==> config.mk <==
export PLATFORM = sky130hd
export DESIGN_NAME = bus_tracer
export DESIGN_NICKNAME = d
export VERILOG_FILES = /design/src/rtl/bus_tracer.sv
export SDC_FILE = /design/constraint.sdc
export NUM_CORES = 1
export LEC_CHECK = 0
export BUFFER_PORTS_ARGS = -buffer_cell sky130_fd_sc_hd__buf_2
export CAP_MARGIN = 15
export CORE_MARGIN = 4
export CORE_UTILIZATION = 30
export CTS_BUF_LIST = sky130_fd_sc_hd__clkbuf_16
export DETAILED_ROUTE_END_ITERATION = 10
export PLACE_DENSITY = 0.55
export SLEW_MARGIN = 40
export SYNTH_ARGS = -nofsm -noshare
export SYNTH_HDL_FRONTEND = slang
export SYNTH_SLANG_ARGS = --single-unit
==> constraint.sdc <==
create_clock -name CLK -period 6.5 [get_ports CLK]
set_clock_uncertainty 0.15 [all_clocks]
set_input_delay 0.325 -clock CLK [delete_from_list [all_inputs] [get_ports CLK]]
set_output_delay 0.325 -clock CLK [all_outputs]
set_load 0.01 [all_outputs]
==> src/rtl/bus_tracer.sv <==
// bus_tracer: snoops the 6502 bus on each CPU clock falling edge, packs a
// 4-byte record {ADDR_HI, ADDR_LO, DATA, FLAGS}, queues it in a FIFO and
// streams it out as back-to-back 8N1 UART bytes on the board clock.
// FLAGS = {write, drop, seq[5:0]}; drop marks the first record accepted
// after one or more records were lost to a full FIFO.
// Optional feature: define BUS_TRACER_SYNC_EN to prefix every record with
// the sync byte 0xA5 (5 bytes per record).
module bus_tracer #(
    parameter int unsigned CLKS_PER_BIT = 104,
    parameter int unsigned DEPTH        = 16
) (
    input  logic                     CLK,
    input  logic                     R,
    input  logic                     cpu_clk_in,
    input  logic [15:0]              addr_bus,
    input  logic [7:0]               data_out,
    input  logic [7:0]               data_in,
    input  logic                     data_write,
    input  logic                     trace_en,
    output logic                     tx,
    output logic                     busy,
    output logic                     overflow,
    output logic [$clog2(DEPTH):0]   fifo_level
);

    localparam int unsigned AW = $clog2(DEPTH);
    localparam logic [AW:0] FULL_LEVEL = (AW+1)'(DEPTH);
    localparam logic [15:0] BAUD_LAST  = 16'(CLKS_PER_BIT - 1);

`ifdef BUS_TRACER_SYNC_EN
    localparam logic [2:0] LAST_BYTE = 3'd4;
`else
    localparam logic [2:0] LAST_BYTE = 3'd3;
`endif

    typedef enum logic [1:0] {
        S_IDLE,
        S_START,
        S_DATA,
        S_STOP
    } tx_state_e;

    // Byte idx of a record in wire order (sync byte first when enabled).
    function automatic logic [7:0] record_byte(input logic [31:0] rec,
                                               input logic [2:0]  idx);
`ifdef BUS_TRACER_SYNC_EN
        case (idx)
            3'd0:    return 8'hA5;
            3'd1:    return rec[31:24];
            3'd2:    return rec[23:16];
            3'd3:    return rec[15:8];
            default: return rec[7:0];
        endcase
`else
        case (idx)
            3'd0:    return rec[31:24];
            3'd1:    return rec[23:16];
            3'd2:    return rec[15:8];
            default: return rec[7:0];
        endcase
`endif
    endfunction

    // Capture side state
    logic            cpu_clk_q;
    logic [5:0]      seq_q;
    logic            drop_pending_q;
    logic            overflow_q;

    // FIFO state
    logic [31:0]     mem_q [DEPTH];
    logic [AW-1:0]   wr_ptr_q;
    logic [AW-1:0]   rd_ptr_q;
    logic [AW:0]     count_q;

    // Transmitter state
    tx_state_e       state_q;
    logic [15:0]     baud_q;
    logic [2:0]      bit_q;
    logic [2:0]      byte_q;
    logic [7:0]      shift_q;
    logic [31:0]     hold_q;
    logic            tx_q;

    logic            capture;
    logic            fifo_empty;
    logic            fifo_full;
    logic            bit_done;
    logic            last_byte;
    logic            pop;
    logic            accept;
    logic [31:0]     new_rec;
    logic [31:0]     head_rec;

    assign capture    = trace_en & ~cpu_clk_in & cpu_clk_q;
    assign fifo_empty = (count_q == '0);
    assign fifo_full  = (count_q == FULL_LEVEL);
    assign bit_done   = (baud_q == BAUD_LAST);
    assign last_byte  = (byte_q == LAST_BYTE);

    // The head is taken when the line is idle, or at the very end of the last
    // stop bit so the next record follows with no idle gap.
    assign pop = ~fifo_empty &
                 ((state_q == S_IDLE) | ((state_q == S_STOP) & bit_done & last_byte));

    // A pop in the same cycle frees a slot, so a capture into a full FIFO survives.
    assign accept = capture & (~fifo_full | pop);

    assign new_rec  = {addr_bus, (data_write ? data_out : data_in),
                       data_write, drop_pending_q, seq_q};
    assign head_rec = mem_q[rd_ptr_q];

    assign tx         = tx_q;
    assign busy       = ~fifo_empty | (state_q != S_IDLE);
    assign overflow   = overflow_q;
    assign fifo_level = count_q;

    // Registered copy of the CPU clock level for falling-edge detection.
    always_ff @(posedge CLK or negedge R) begin
        // NOTE: sequential state uses <= so every register sees pre-edge values.
        if (!R) begin
            cpu_clk_q <= 1'b0;
        end else begin
            cpu_clk_q <= cpu_clk_in;
        end
    end

    // Sequence tag, pending-drop marker and sticky overflow flag.
    always_ff @(posedge CLK or negedge R) begin
        if (!R) begin
            seq_q          <= '0;
            drop_pending_q <= 1'b0;
            overflow_q     <= 1'b0;
        end else if (accept) begin
            seq_q          <= seq_q + 6'd1;
            drop_pending_q <= 1'b0;
        end else if (capture) begin
            drop_pending_q <= 1'b1;
            overflow_q     <= 1'b1;
        end
    end

    // FIFO storage array.
    always_ff @(posedge CLK) begin
        // NOTE: the array has no reset; only pointers and level define validity.
        if (accept) begin
            mem_q[wr_ptr_q] <= new_rec;
        end
    end

    // FIFO pointers and level; pointers wrap naturally as DEPTH is a power of two.
    always_ff @(posedge CLK or negedge R) begin
        if (!R) begin
            wr_ptr_q <= '0;
            rd_ptr_q <= '0;
            count_q  <= '0;
        end else begin
            if (accept) begin
                wr_ptr_q <= wr_ptr_q + 1'b1;
            end
            if (pop) begin
                rd_ptr_q <= rd_ptr_q + 1'b1;
            end
            case ({accept, pop})
                2'b10:   count_q <= count_q + 1'b1;
                2'b01:   count_q <= count_q - 1'b1;
                default: count_q <= count_q;
            endcase
        end
    end

    // UART transmitter FSM with registered line output.
    always_ff @(posedge CLK or negedge R) begin
        // NOTE: tx is part of the async reset so the line returns high immediately.
        if (!R) begin
            state_q <= S_IDLE;
            baud_q  <= '0;
            bit_q   <= '0;
            byte_q  <= '0;
            shift_q <= '0;
            hold_q  <= '0;
            tx_q    <= 1'b1;
        end else if (pop) begin
            hold_q  <= head_rec;
            byte_q  <= '0;
            shift_q <= record_byte(head_rec, 3'd0);
            baud_q  <= '0;
            tx_q    <= 1'b0;
            state_q <= S_START;
        end else begin
            case (state_q)
                S_IDLE: begin
                    tx_q <= 1'b1;
                end
                S_START: begin
                    if (bit_done) begin
                        baud_q  <= '0;
                        bit_q   <= '0;
                        tx_q    <= shift_q[0];
                        state_q <= S_DATA;
                    end else begin
                        baud_q <= baud_q + 16'd1;
                    end
                end
                S_DATA: begin
                    if (bit_done) begin
                        baud_q <= '0;
                        if (bit_q == 3'd7) begin
                            tx_q    <= 1'b1;
                            state_q <= S_STOP;
                        end else begin
                            bit_q   <= bit_q + 3'd1;
                            shift_q <= {1'b0, shift_q[7:1]};
                            tx_q    <= shift_q[1];
                        end
                    end else begin
                        baud_q <= baud_q + 16'd1;
                    end
                end
                S_STOP: begin
                    if (bit_done) begin
                        baud_q <= '0;
                        if (!last_byte) begin
                            byte_q  <= byte_q + 3'd1;
                            shift_q <= record_byte(hold_q, byte_q + 3'd1);
                            tx_q    <= 1'b0;
                            state_q <= S_START;
                        end else begin
                            tx_q    <= 1'b1;
                            state_q <= S_IDLE;
                        end
                    end else begin
                        baud_q <= baud_q + 16'd1;
                    end
                end
                default: begin
                    tx_q    <= 1'b1;
                    state_q <= S_IDLE;
                end
            endcase
        end
    end

endmodule

==> results.toml <==
[status]
status = "finished, final reports clean"

[critical_path]
cp_cell_sequence = "ha_1 -> and4_1 -> and4_4 -> a31oi_4 -> a31oi_2 -> nand3_1 -> nor2_4 -> buf_16 -> buf_16"
crit_path_max_incr_delay_ps = 590
reg2reg_depth = 9
worstSetupPathType = "register to register"
crit_arrival_ps = 3910
startpoint = "baud_q[0]"
critical_path_required_ps = 6660
path_max_fanout = 14
cp_common_cell = "buf_16"
r2r_start = "baud_q[0]"
critPathBufInv = 2
slowest_stage = "a31oi_2"
start_kind = "register"
cp-end-kind = "register"
rr_endpoint = "mem_q[12][30]"
rrSetupSlack_ps = 2750
cp_top_family = "simple AND/OR/NAND/NOR gates"

[timing]
finalHoldViolations = 0
fin_tns_setup_ps = 0
fin_hold_ws_ps = 44.0
grt_setup_unrepaired = "no"
finalSetupViolations = 0
fin_crit_sh = 0.576
worstMarginPinSlew_ps = 797
slew_headroom = 0.467
max_freq_ghz = 0.267
fin_crit_ps = 3750
drv_slew = 0

[synth]
synth_seq_cells = 599
synth.most_common_cell = "edfxtp_1"
yosysWarnings = 0
syn_area_per_cell_um2 = 19.3
synth_edf_count = 512
ys.flop_type = "edfxtp_1"
synth_cell_types = 54
synth-async-reset-ratio = 0.145
yosys.area.top_type_share = 0.651
synthTopCellsByCount = "edfxtp_1, mux4_2, dfrtp_1"
synth_seq_area_share = 0.743
netlist_instances = 1223
synth_area_leaders = "edfxtp_1, mux4_2, dfrtp_1"
synth_top_cell_by_area = "edfxtp_1"
syn-num-nets = 1283
synth.cell_area_mm2 = 0.0236

[final_layout]
final_nets = 1364
area_delta_synth_final_pct = 15.4
final_cells = 2393
nFillCells = 7215
final_util = 0.351
diodes = 0
drive_gt1_frac = 0.245
seq_area_mm2 = 0.0176
multi_input_area_mm2 = 0.00584

[clock_network]
tritoncts = "yes"
htreeDepth = 2
post_cts_resized = 0
clkTransAtPathRegs_ps = 60
cts_buffers = 59
cts_root_buffer = "clkbuf_16"
clockBufferDepth = 3
worstSkewPairLatency_ps = 630
cts_setup_buffers = 0
cts_sinks = 599
cts_hold_buf = 19

[power]
seq_power_share = 0.559
p_leak_nw = 9.09
power.density_mw_per_mm2 = 296
p_switching_mw = 1.83
pwr-share-comb = 0.046
intPower_mw = 6.24
clkPwrFrac = 0.395
netSwitchingFraction = 0.227
peakVddDrop_mv = 0.254

[placement]
numPortBuffers = 44
dp.cells = 2264
hpwl_mm = 29.1
gp_congestion = 0.776

[hold_path]
hp-class = "input port to register"
min_to = "mem_q[14][7]"
worstHoldStart = "data_write"
holdPathStages = 1

[grt]
grt_pass1_wl_mm = 77.1
antenna_found_initial = 0
overflow = 0
grt_pass1_vias = 12200
grt.total_usage = 0.122
grt_max_degree = 95

[floorplanning]
start_util = 0.304
ios = 45
rows = 102
die_h_um = 289
dieArea_mm2 = 0.0833
core_mm2 = 0.0777
die_w_um = 289

[flow_run]
maxCapViolCount = 0

[drt]
drtIter0Drc = 1159
vias_per_cell = 4.84
routedWlPerCell_um = 21.1
antenna_left = 0
vias = 11600
first_pass_iters = 8
drc = 0
totalWireLength_mm = 50.5
==> cells in the final DEF (no fill, tap or decap), types with 9 or more instances in the layout <==
cell type,netlist,layout
a211oi_1,9,9
a21oi_1,21,21
a221oi_1,26,26
a22o_1,27,27
buf_2,24,44
buf_4,2,15
clkbuf_16,0,59
clkinv_1,0,18
clkinv_2,0,16
dfrtp_1,86,84
dlygate4sd3_1,0,18
edfxtp_1,512,512
ha_1,22,22
inv_1,18,28
mux2_2,11,11
mux4_2,129,129
nand2_1,69,69
nand3_1,12,12
nor2_1,37,32
nor2b_1,11,9
o21ai_0,42,42
xnor2_1,21,21
==> logic make-up after synthesis <==
family,after synthesis,synth area share
DFF,599,0.743
and+or+nand+nor,180,0.0379
AOI/OAI and AO/OA,162,0.0501
muxes,148,0.132
buffers and inverters,84,0.0152
xor gates and xnor gates,27,0.0100
adders and majority gates,23,0.0125
==> state kept, by name, indices dropped and copies added, names as in the netlist, 3 cells and up <==
signal      cells
fifo_level      5
baud_q         16
wr_ptr_q        4
shift_q         8
rd_ptr_q        4
byte_q          3
bit_q           3
seq_q           6
hold_q         32
mem_q         512
==> metrics by stage <==
step	instance area [um^2]	power, mW	worst slack, ps
2_1_floorplan	23600	4.74	1280
3_3_place_gp	25100	4.93	2600
3_5_place_dp	25300	4.96	2760
4_1_cts	27300	8.16	2730
5_1_grt	27300	8.37	2440
6_report	27300	8.07	2750
==> power groups by stage <==
stage               Clock [mW]  Combinational (mW)  Sequential, mW
detailed placement           0               0.369            4.59
floorplan                    0               0.210            4.53
finish                    3.18               0.374            4.51
global placement             0               0.350            4.58
CTS                       3.27               0.382            4.51
global route              3.43               0.413            4.52
==> worst max path at each step <==
stage                               end  depth (start not counted)
after floorplan             mem_q[0][0]                          6
final                     mem_q[12][30]                          9
after global placement    mem_q[12][17]                          7
after detailed placement  mem_q[12][19]                          9
after CTS                 mem_q[12][27]                          9
after global routing      mem_q[12][30]                          7
==> area by class of cell <==
type,instances,area share
Sequential cell,599,0.644
Multi-Input combinational cell,540,0.214
Clock buffer,59,0.0542
Tap cell,1040,0.0477
Timing Repair Buffer,86,0.0254
Clock inverter,51,0.0121
Inverter,18,0.00248
==> worst reg2reg max path: stages, from the launching register on <==
cell     delay (ps)
dfrtp_1         380
ha_1            250
and4_1          290
and4_4          300
a31oi_4         120
a31oi_2         590
nand3_1         460
nor2_4          550
buf_16          220
buf_16          160
==> layer usage <==
| layer | track usage | vias up | share of wire |
|---|---|---|---|
| li1 | - | 5136 | - |
| met1 | 0.174 | 6130 | 0.46 |
| met2 | 0.195 | 252 | 0.47 |
| met3 | 0.0199 | 73 | 0.043 |
| met4 | 0.0341 | 0 | 0.023 |
| met5 | 0 | - | 0 |
No activity file was read; power rests on OpenSTA's default activity.
